$ cat config.mk
export PLATFORM = sky130hd
export DESIGN_NAME = apb_master_arbiter
export DESIGN_NICKNAME = d
export VERILOG_FILES = /design/src/rtl/apb_master_arbiter.sv
export SDC_FILE = /design/constraint.sdc
export NUM_CORES = 1
export LEC_CHECK = 0
export ABC_AREA = 1
export CORE_MARGIN = 2
export CORE_UTILIZATION = 40
export CTS_CLUSTER_DIAMETER = 100
export CTS_CLUSTER_SIZE = 16
export DETAILED_ROUTE_END_ITERATION = 8
export MAX_ROUTING_LAYER = met4
export PLACE_DENSITY = 0.72
export SYNTH_ARGS = -nofsm -noshare
export SYNTH_HDL_FRONTEND = slang
export SYNTH_SLANG_ARGS = --single-unit
$ cat constraint.sdc
create_clock -name PCLK -period 1.55 [get_ports PCLK]
set_clock_uncertainty 0.05 [all_clocks]
set_input_delay 0.2325 -clock PCLK [delete_from_list [all_inputs] [get_ports PCLK]]
set_output_delay 0.2325 -clock PCLK [all_outputs]
set_load 0.005 [all_outputs]
$ cat src/rtl/apb_master_arbiter.sv
// APB master sharing one bus between two requesters with round-robin arbitration.
// Latency: valid to response is 4 cycles with a zero-wait completer, plus 1 per PREADY-low cycle.
// Backpressure: a requester holds its request until ack; PREADY stretches ACCESS, which ends by timeout after TIMEOUT cycles.
module apb_master_arbiter #(
   parameter int TIMEOUT = 16
) (
   input  logic       PCLK,
   input  logic       PRESETn,
   input  logic       req0_valid,
   input  logic       req0_write,
   input  logic [7:0] req0_addr,
   input  logic [7:0] req0_wdata,
   input  logic       req1_valid,
   input  logic       req1_write,
   input  logic [7:0] req1_addr,
   input  logic [7:0] req1_wdata,
   output logic       req0_ack,
   output logic       req1_ack,
   output logic       resp0_valid,
   output logic       resp1_valid,
   output logic [7:0] resp_rdata,
   output logic       resp_err,
   output logic       busy,
   output logic       PSELx,
   output logic       PENABLE,
   output logic       PWRITE,
   output logic [7:0] PADDR,
   output logic [7:0] PWDATA,
   input  logic [7:0] PRDATA,
   input  logic       PREADY
);
   typedef enum logic [1:0] {IDLE, SETUP, ACCESS} state_t;

   localparam logic [7:0] CNT_LAST = 8'(TIMEOUT - 1);

   state_t     state;
   logic [7:0] cnt;
   logic       last_grant;
   logic       owner;
   logic       any_req;
   logic       grant;
   logic       done;
   logic       launch;

   // grant = 1 selects requester 1; on a tie the one not served last wins
   always_comb begin
      any_req = req0_valid | req1_valid;
      grant   = (req0_valid && req1_valid) ? ~last_grant : req1_valid;
      done    = (state == ACCESS) && (PREADY || (cnt == CNT_LAST));
      launch  = any_req && ((state == IDLE) || done);
   end

   always_ff @(posedge PCLK or negedge PRESETn) begin
      if (!PRESETn) begin
         state       <= IDLE;
         cnt         <= '0;
         last_grant  <= 1'b1;
         owner       <= 1'b0;
         req0_ack    <= 1'b0;
         req1_ack    <= 1'b0;
         resp0_valid <= 1'b0;
         resp1_valid <= 1'b0;
         resp_rdata  <= '0;
         resp_err    <= 1'b0;
         busy        <= 1'b0;
         PSELx       <= 1'b0;
         PENABLE     <= 1'b0;
         PWRITE      <= 1'b0;
         PADDR       <= '0;
         PWDATA      <= '0;
      end else begin
         req0_ack    <= 1'b0;
         req1_ack    <= 1'b0;
         resp0_valid <= 1'b0;
         resp1_valid <= 1'b0;

         if (launch) begin
            state      <= SETUP;
            PSELx      <= 1'b1;
            PENABLE    <= 1'b0;
            busy       <= 1'b1;
            PWRITE     <= grant ? req1_write : req0_write;
            PADDR      <= grant ? req1_addr  : req0_addr;
            PWDATA     <= grant ? req1_wdata : req0_wdata;
            owner      <= grant;
            last_grant <= grant;
            req0_ack   <= ~grant;
            req1_ack   <= grant;
         end else if (state == SETUP) begin
            state   <= ACCESS;
            PENABLE <= 1'b1;
            cnt     <= '0;
         end else if (done) begin
            state   <= IDLE;
            PSELx   <= 1'b0;
            PENABLE <= 1'b0;
            busy    <= 1'b0;
         end else if (state == ACCESS) begin
            cnt <= cnt + 8'd1;
         end

         // a completion without PREADY is a timeout: flag it and return no data
         if (done) begin
            resp0_valid <= ~owner;
            resp1_valid <= owner;
            resp_err    <= ~PREADY;
            resp_rdata  <= (PREADY && !PWRITE) ? PRDATA : 8'h00;
         end
      end
   end
endmodule

[Word level (Yosys, flattened, before mapping)]
Index checks and enable logic that the tools add are counted.
Widths: inputs -> output; s select.
Cells by class
  equal/unequal tests: 5
  add/sub/neg operators: 1
  reductions and logical operators: 13
  bitwise operators: 6
  muxes and demuxes: 20
Operators with widths (count)
  $mux 8: 6
  $mux 1: 11
  $add 8x1->8 const B: 1
  $eq 8x4->1 const B: 1
  $mux 2: 3
  $not 1->1: 5
  $logic_and 1x1->1: 4
  $reduce_bool 2->1: 2
  $reduce_and 3->1: 1
  $reduce_bool 3->1: 1
  $eq 2x1->1 const B: 1
  $eq 2x2->1 const B: 1
  $logic_not 2->1: 1
  $logic_or 1x1->1: 2
  $ne 2x1->1 const B: 1
  $ne 2x2->1 const B: 1
  $reduce_and 2->1: 1
  $logic_not 1->1: 1
  $or 1x1->1: 1
Word-level totals
  register bits after elaboration: 44
  input bits: 47

[Logic depth before layout (Yosys ltp)]
Gate-level depths: netlist (run 1).
  word-level depth: 7
  mapped depth: 9
  mapped depth without buffers: 9

[Least setup slack after synthesis (run 1)]
OpenSTA, ideal clock, no wires.
  kind: flip-flop to flip-flop
  start point: reg, netlist name PENABLE
  end point: reg cnt[4]
  period minus slack after synthesis: 1530 ps
  setup time: 117 ps
  cell stages (with the launch flop): 10
  data arrival time: 1364 ps
  setup slack: 20 ps
  data required time: 1383 ps
  path through: dfrtp_1 inv_1 ha_1 inv_1 nand3_1 nand2_1 inv_2 nand2_2 nand2_1 nand2_1
RTL lines
  end signal, assigned: RTL line 99  | cnt <= cnt + 8'd1;
  end, declared: RTL line 37  | logic [7:0] cnt;

[Final worst setup path (run 1)]
  start point: reg cnt[1]
  end point: reg cnt[0]
Between the ends
  cells in the longest elaborated chain, start to end: 7
Ends and longest elaborated chain
  $eq 8x4->1 (*): RTL line 49  | done = (state == ACCESS) && (PREADY || (cnt == CNT_LAST));
  $logic_or 1x1->1 (*): RTL line 49
  $logic_and 1x1->1 (*): RTL line 49
  $logic_or 1x1->1: RTL line 50  | launch = any_req && ((state == IDLE) || done);
  $logic_and 1x1->1: RTL line 50
  $not 1->1 (no line)
  $reduce_and 3->1 (no line) (*)
Every way passes the cells marked *; elsewhere a longest branch is shown, timed or not.
A chain may end at the register's enable or synchronous reset.

==> metrics.md, run 1 <==
| Metric | Value |
|---|---|
| Die W | 78.1 microns |
| Power Density | 1680 mW/mm^2 |
| Post-Syn Area per Cell | roughly 7.8 sq um |
| Comb power frac | a little over half |
| Sw frac | between 30 and 40% |
| Die outline height | ~78 microns |
| FF+latch count, synth | 43 |
| Unrepaired setup endpoints after global routing | yes |
| GRT busiest layer | met2 |
| Hold crit path type | in -> async |
| Area Growth Syn to Fin | 53.0% |
| Max incr delay on CP | around 0.40 ns |
| CP Class | reg -> reg |
| CP startpoint kind | flip-flop |
| CTS tree | yes |
| M2 GR Usage | between 30% and 40% |
| Seq/Total Area, Yosys | between 40% and 50% |
| Largest net degree at the start of global routing | 24 |
| Met1 Resource Use GR | 24.4% |
| Reg clk slew, reported paths | approximately 0.080 ns |
| Final hold violation count | 0 |
| Final setup violation count | 0 |
| Slew headroom | 81.6% |
| # port buffers | 79 |
| Initial Util | 42.2% |
| Most used cell, CP | nand2_4 |
| Clock power share | about 12% |
| Via-per-instance ratio | 4.60 |
| Clock Path Buffers | 2 |
| Worst Tran Pin Value | about 0.28 ns |
| H-tree levels | 2 |
| Core area | around 0.0052 sq mm |
| Leak | between 1.5 and 2 nW |
| Total Routing Usage GR | roughly a fifth |
| Via Count | 2079 |
| Die ar. | 0.00610 sq mm |
| Post-DP HPWL | between 4000 and 5000 microns |
| DP Worst Slack | -0.0276 ns |
| Netlist cell types | 22 |
| Post-synth net total | between 300 and 400 |
| Final RePlAce weighted congestion | around 0.8 |
| CP Cell Sequence | ha_4, nand3_4, o21bai_4, nand2_4, nand2_4, nand2_4, buf_12, nand3_2, nand2_1 |
| First-pass GRT wire length | about 9100 microns |
| Starting DRT DRC Count | between 100 and 150 |
| I/O pin cnt | 80 |
| Core Rows | 26 |
| Synth warn | 0 |
| CP delay by family, top | simple AND/OR/NAND/NOR gates |
| CP Capture Type | flip-flop |
| Post-Syn Instances | 281 |
| Synthesized area | approximately 0.0022 sq mm |
| Final min period | ~1.5 ns |
| Maximum VDD drop | ~870 uV |
| Max Slew Vio Count | 0 |
| Diodes inserted | 0 |
| Clock sinks | 43 |
| Slowest CP cell | dfrtp_1 |
| Setup WS post-layout | approximately 0.017 ns |
| Final WL | ~5400 microns |
| Fmax | about 650 MHz |
| Worst Path Required | about 1.7 ns |
| Period utilisation layout | between 90% and 100% |
| Congestion Overflow GR | 0 |
| Clock root cell | clkbuf_8 |
| Sequential power share | 33.4% |
| Worst Path Buf+Inv | 1 |
| Pre-Repair DR Iteration Count | 4 |
| Status | finished clean |
| CTS Buf Count | 5 |
| Ratio of cells with drive above 1 in the final layout | roughly 14% |
| Setup TNS | 0 ns |
| DR WL/cell | approximately 12 microns |
| Drt drc | 0 |
| # nets final | 432 |
| CP arrival | between 1.5 and 2 ns |
| Max Cap Viol | 0 |
| Post-DRT Antenna Nets | 0 |
| P_sw | 2.10 mW |
| Met3 Use GR | just over 4% |
| Core Util, Final | around 65% |
| Min Hold Slack | roughly 0.3 ns |
| Initial antenna violation count | 0 |
| Worst-Skew Late Latency | 0.29 ns |
| Vias in the first global route | 1993 |
| Int Pwr | 3.54 mW |
| Critical path peak fanout | 13 |
## placed cells by master, fill, tap and decap left out, types with 2 or more instances in the layout
master           instances
dfrtp_1                 42
nand2_1                125
clkbuf_1                 2
clkinv_1                 2
buf_12                   4
nand2_2                  4
buf_4                   19
nand2_4                  4
nor2_1                  16
nand3_1                 29
ha_1                     3
a21oi_1                  4
nand3_2                  8
o21ai_0                 14
inv_1                   12
clkdlybuf4s50_1         78
clkbuf_8                 5
## registers in the layout (all words and copies together) (netlist names)
name and cells:
PADDR 8, PENABLE 1, PSELx 1, PWDATA 8, PWRITE 1, cnt 8
last_grant 1, owner 1, req0_ack 1, req1_ack 1, resp0_valid 1, resp1_valid 1
resp_err 1, resp_rdata 8, state 1
## Yosys cell counts
cell type	number	area [sq um]
nor2_1	16	60.1
o21ai_2	1	8.76
clkbuf_1	2	7.51
buf_6	1	11.3
nand3_2	9	90.1
clkinv_1	2	7.51
nand2_4	3	33.8
dfstp_2	1	26.3
dfrtp_1	42	1050
buf_4	4	30.0
nand3_1	29	145
inv_2	1	3.75
nand2_1	128	480
o21bai_4	1	18.8
inv_1	12	45.0
buf_1	1	3.75
buf_2	3	15.0
nand2_2	2	12.5
o21ai_0	14	70.1
a21oi_1	4	20.0
nand2b_1	1	6.26
ha_1	4	50.1
## per-stage QoR
step	std cells	total power, mW	area [sq um]
after CTS	451	5.61	3320
after global placement	442	4.82	3230
after detailed placement	442	4.89	3230
after floorplan	281	3.27	2200
after global routing	452	6.14	3360
final	452	5.64	3360
## final timing paths
| check | startpoint | to | cells after the start | slack (ns) |
|---|---|---|---|---|
| setup reg to reg | cnt[1]$_DFFE_PN0P_ | cnt[0]$_DFFE_PN0P_ | 9 | 0.02 |
| hold / removal | PRESETn | cnt[7]$_DFFE_PN0P_ | 2 | 0.29 |
| min in group PCLK | owner$_DFFE_PN0N_ | resp0_valid$_DFF_PN0_ | 1 | 0.40 |
| hold reg to reg | owner$_DFFE_PN0N_ | resp0_valid$_DFF_PN0_ | 1 | 0.40 |
| setup / recovery | cnt[1]$_DFFE_PN0P_ | cnt[0]$_DFFE_PN0P_ | 9 | 0.02 |
| max in group asynchronous | PRESETn | last_grant$_DFFE_PN1N_ | 3 | 0.67 |
## power by group through the flow
stage | registers [mW] | clock network [mW] | logic, mW
2_1_floorplan | 1.89 | 0 | 1.38
3_3_place_gp | 1.87 | 0 | 2.95
3_5_place_dp | 1.88 | 0 | 3.01
4_1_cts | 1.87 | 0.709 | 3.03
5_1_grt | 1.95 | 0.759 | 3.43
6_report | 1.88 | 0.683 | 3.07
## area by class of cell
class	instances	area [sq um]
well taps	70	87.6
repair buffers	104	1030
clock inverters	1	5.00
inverters	15	56.3
flip-flops and latches	43	1080
clock buffers	7	76.3
multi-input cells	212	1030
fillers	452	1840
## logic make-up after synthesis
group | after synthesis | share of synthesized area [%]
AO/OA/AOI/OAI | 20 | 5.35
flip-flops | 43 | 49.0
AND/OR/NAND/NOR | 188 | 37.7
adder cells (fa/ha/maj) | 4 | 2.28
buffers and inverters | 26 | 5.64
## layer usage
layer  wire length (microns)  vias to the layer above
li1                        -                     1085
met4                      81                        0
met1                    2390                      916
met2                    2550                       71
met3                     355                        7
met5                       0                        -
## what timing repair did
item	CTS	global route
setup endpoints to repair	4	32
pin swaps	1	2
gates resized for setup	1	7
hold buffers	1	0
buffers inserted	0	1
hold endpoints to repair	9	0
Note: power is estimated with default switching activity, not from simulation.
==> run 2: changes to the inputs <==
SETUP_SLACK_MARGIN = 0.15   (was not set)
==> run 2 against run 1 <==
Final cell count rose by 2.9%. Global-route usage rose by 0.29 points. Core utilization rose by 4.5 points. Worst setup slack improved by 0.018 ns. Sequential power barely moved. Flip-flop and latch count did not move. Count of clock-buffer cells in the layout fell by 2. Power rose by 8.1%. Highest routed layer unchanged.
==> metrics.md, run 2 (synthesis results as in run 1) <==
| Metric | Value |
|---|---|
| Status | finished clean (unchanged) |
| Max Slew Vio Count | 0 (unchanged) |
| Clock Path Buffers | 2 (unchanged) |
| Final setup violation count | 0 (unchanged) |
| Total power draw | 6.10 mW (was 5.64 mW) |
| Total Routing Usage GR | 19.6% (was 19.4%) |
| Worst Path Required | 1.69 ns (about the same) |
| Starting DRT DRC Count | 93 (was 145) |
| Worst-Skew Late Latency | 0.30 ns (was 0.29 ns) |
| Largest net degree at the start of global routing | 28 (was 24) |
| Period utilisation layout | 97.8% (was 98.9%) |
| Final RePlAce weighted congestion | 0.783 (was 0.804) |
| DR WL/cell | 11.9 microns (about the same) |
| CP Capture Type | flip-flop (unchanged) |
| Slew headroom | 72.9% (was 81.6%) |
| Initial Util | 42.2% (unchanged) |
| Worst Tran Pin Value | 0.407 ns (was 0.276 ns) |
| Fmax | 660 MHz (was 652 MHz) |
| Cell area after layout | 0.00360 sq mm (was 0.00336 sq mm) |
| Commonest non-fill, non-tap cell in the layout | nand2_1 (unchanged) |
| Most used cell, CP | nand2_4 (unchanged) |
| Die ar. | 0.00610 sq mm (unchanged) |
| # nets final | 445 (was 432) |
| Leak | 1.87 nW (was 1.65 nW) |
| Maximum VDD drop | 767 uV (was 869 uV) |
| CTS Buf Count | 5 (unchanged) |
| First-pass GRT wire length | 9290 microns (was 9050 microns) |
| Final WL | 5530 microns (was 5380 microns) |
| Via-per-instance ratio | 4.63 (was 4.60) |
| Post-DP HPWL | 3910 microns (was 4090 microns) |
| Via Count | 2153 (was 2079) |
| Max Cap Viol | 0 (unchanged) |
| Hold crit path type | in -> async (unchanged) |
| Min Hold Slack | 0.373 ns (was 0.293 ns) |
| CP startpoint kind | flip-flop (unchanged) |
| Die outline height | 78.1 microns (unchanged) |
| CP Cell Sequence | ha_4, nand3_4, o21bai_4, nand2_4, nand2_4, nand2_8, buf_6, nand3_2, nand2_2 (was ha_4, nand3_4, o21bai_4, nand2_4, nand2_4, nand2_4, buf_12, nand3_2, nand2_1) |
| Ratio of cells with drive above 1 in the final layout | 23.8% (was 13.9%) |
| Area Growth Syn to Fin | 63.7% (was 53.0%) |
| Pre-Repair DR Iteration Count | 5 (was 4) |
| Most frequent cells in the layout | nand2_1 (104), clkdlybuf4s50_1 (45), dfrtp_1 (42), dlygate4sd2_1 (33) (was nand2_1 (125), clkdlybuf4s50_1 (78), dfrtp_1 (42), nand3_1 (29), buf_4 (19)) |
| CP arrival | 1.65 ns (was 1.67 ns) |
| Area after DPL | 0.00323 sq mm (about the same) |
| Initial antenna violation count | 0 (unchanged) |
| Final min period | 1.52 ns (was 1.53 ns) |
| Vias in the first global route | 2054 (was 1993) |
| Post-DRT Antenna Nets | 0 (unchanged) |
| Drt drc | 0 (unchanged) |
| H-tree levels | 2 (unchanged) |
| Worst Path Buf+Inv | 1 (unchanged) |
| CTS tree | yes (unchanged) |
| Reg clk slew, reported paths | 0.08 ns (about the same) |
| Core area | 0.00520 sq mm (unchanged) |
| Register-to-Register Setup Slack | 0.03 ns (was 0.02 ns) |
| I/O pin cnt | 80 (unchanged) |
| Die W | 78.1 microns (unchanged) |
| Clock sinks | 43 (unchanged) |
| Unrepaired setup endpoints after global routing | yes (unchanged) |
| CP delay by family, top | simple AND/OR/NAND/NOR gates (unchanged) |
| CP Class | reg -> reg (unchanged) |
| Critical path peak fanout | 6 (was 13) |
| # port buffers | 79 (unchanged) |
| Power Density | 1690 mW/mm^2 (was 1680 mW/mm^2) |
| Final hold violation count | 0 (unchanged) |
| Slowest CP cell | dfrtp_1 (unchanged) |
| Clock root cell | clkbuf_8 (unchanged) |
| Diodes inserted | 0 (unchanged) |
| Fillers | 440 (was 452) |
| Core Rows | 26 (unchanged) |
| Max incr delay on CP | 0.40 ns (about the same) |
| Congestion Overflow GR | 0 (unchanged) |
==> run 2: changes by cell type in the layout (fill, tap and decap cells not counted), sizes merged <==
cell	previous run	this run
bufinv	0	1
clkbuf	7	6
clkdlybuf4s50	78	45
buf	25	37
dlygate4sd2	0	33
clkinv	3	4
==> run 2: layout make-up <==
type                    count  area [sq um]  area share (%)
multi-input cells         212          1130            31.4
clock inverters             3          43.8            1.22
well taps                  70          87.6            2.43
flip-flops and latches     43          1080            29.9
repair buffers            117          1130            31.5
inverters                  15          58.8            1.63
clock buffers               5          68.8            1.91
==> run 2: worst register-to-register path, stage by stage, from the launching register on <==
cell      delay [ns]
dfrtp_1         0.40
ha_4            0.16
nand3_4         0.08
o21bai_4        0.17
nand2_4         0.08
nand2_4         0.11
nand2_8         0.09
buf_6           0.15
nand3_2         0.06
nand2_2         0.06
==> run 2: what timing repair did <==
item                                    CTS  global route
pin swaps                                22             8
hold buffers                              1             0
gates resized for setup                  57            22
endpoints found under the hold margin    16             0
buffers inserted                         12             3
cloned                                    0             1
endpoints found under the setup margin   73            41
==> run 2: per-layer routing <==
layer	up-vias	wire length [microns]	track usage (%)
met4	0	74	5.44
met2	75	2590	30.8
met1	962	2450	24.7
met3	7	411	6.21
met5	-	0	-
li1	1109	-	-
==> run 2: worst paths after layout <==
check,from,end,cells past startpoint
setup / recovery,cnt[1]$_DFFE_PN0P_,cnt[2]$_DFFE_PN0P_,9
hold / removal,PRESETn,PWDATA[6]$_DFFE_PN0N_,2
setup reg to reg,cnt[1]$_DFFE_PN0P_,cnt[2]$_DFFE_PN0P_,9
hold reg to reg,last_grant$_DFFE_PN1N_,last_grant$_DFFE_PN1N_,2
max in group asynchronous,PRESETn,last_grant$_DFFE_PN1N_,3
min in group PCLK,last_grant$_DFFE_PN1N_,last_grant$_DFFE_PN1N_,2
==> run 2: where the power goes <==
| part | switching, mW | internal (mW) | total, mW | leakage (nW) |
|---|---|---|---|---|
| combinational | 1.65 | 1.67 | 3.33 | 1.26 |
| sequential | 0.299 | 1.59 | 1.89 | 0.551 |
| clock | 0.398 | 0.480 | 0.877 | 0.0581 |
| total | 2.35 | 3.75 | 6.10 | 1.87 |
==> run 2: stage by stage <==
step | cells | setup slack, ns | utilization [%] | TNS [ns]
floorplan | 281 | 0.0859 | - | 0
global placement | 440 | -0.0172 | 62.1 | -0.103
detailed placement | 440 | -0.0277 | 62.1 | -0.101
CTS | 461 | -0.00251 | 66.8 | -0.00251
global route | 465 | -0.0491 | 69.1 | -0.981
finish | 465 | 0.0348 | 69.1 | 0
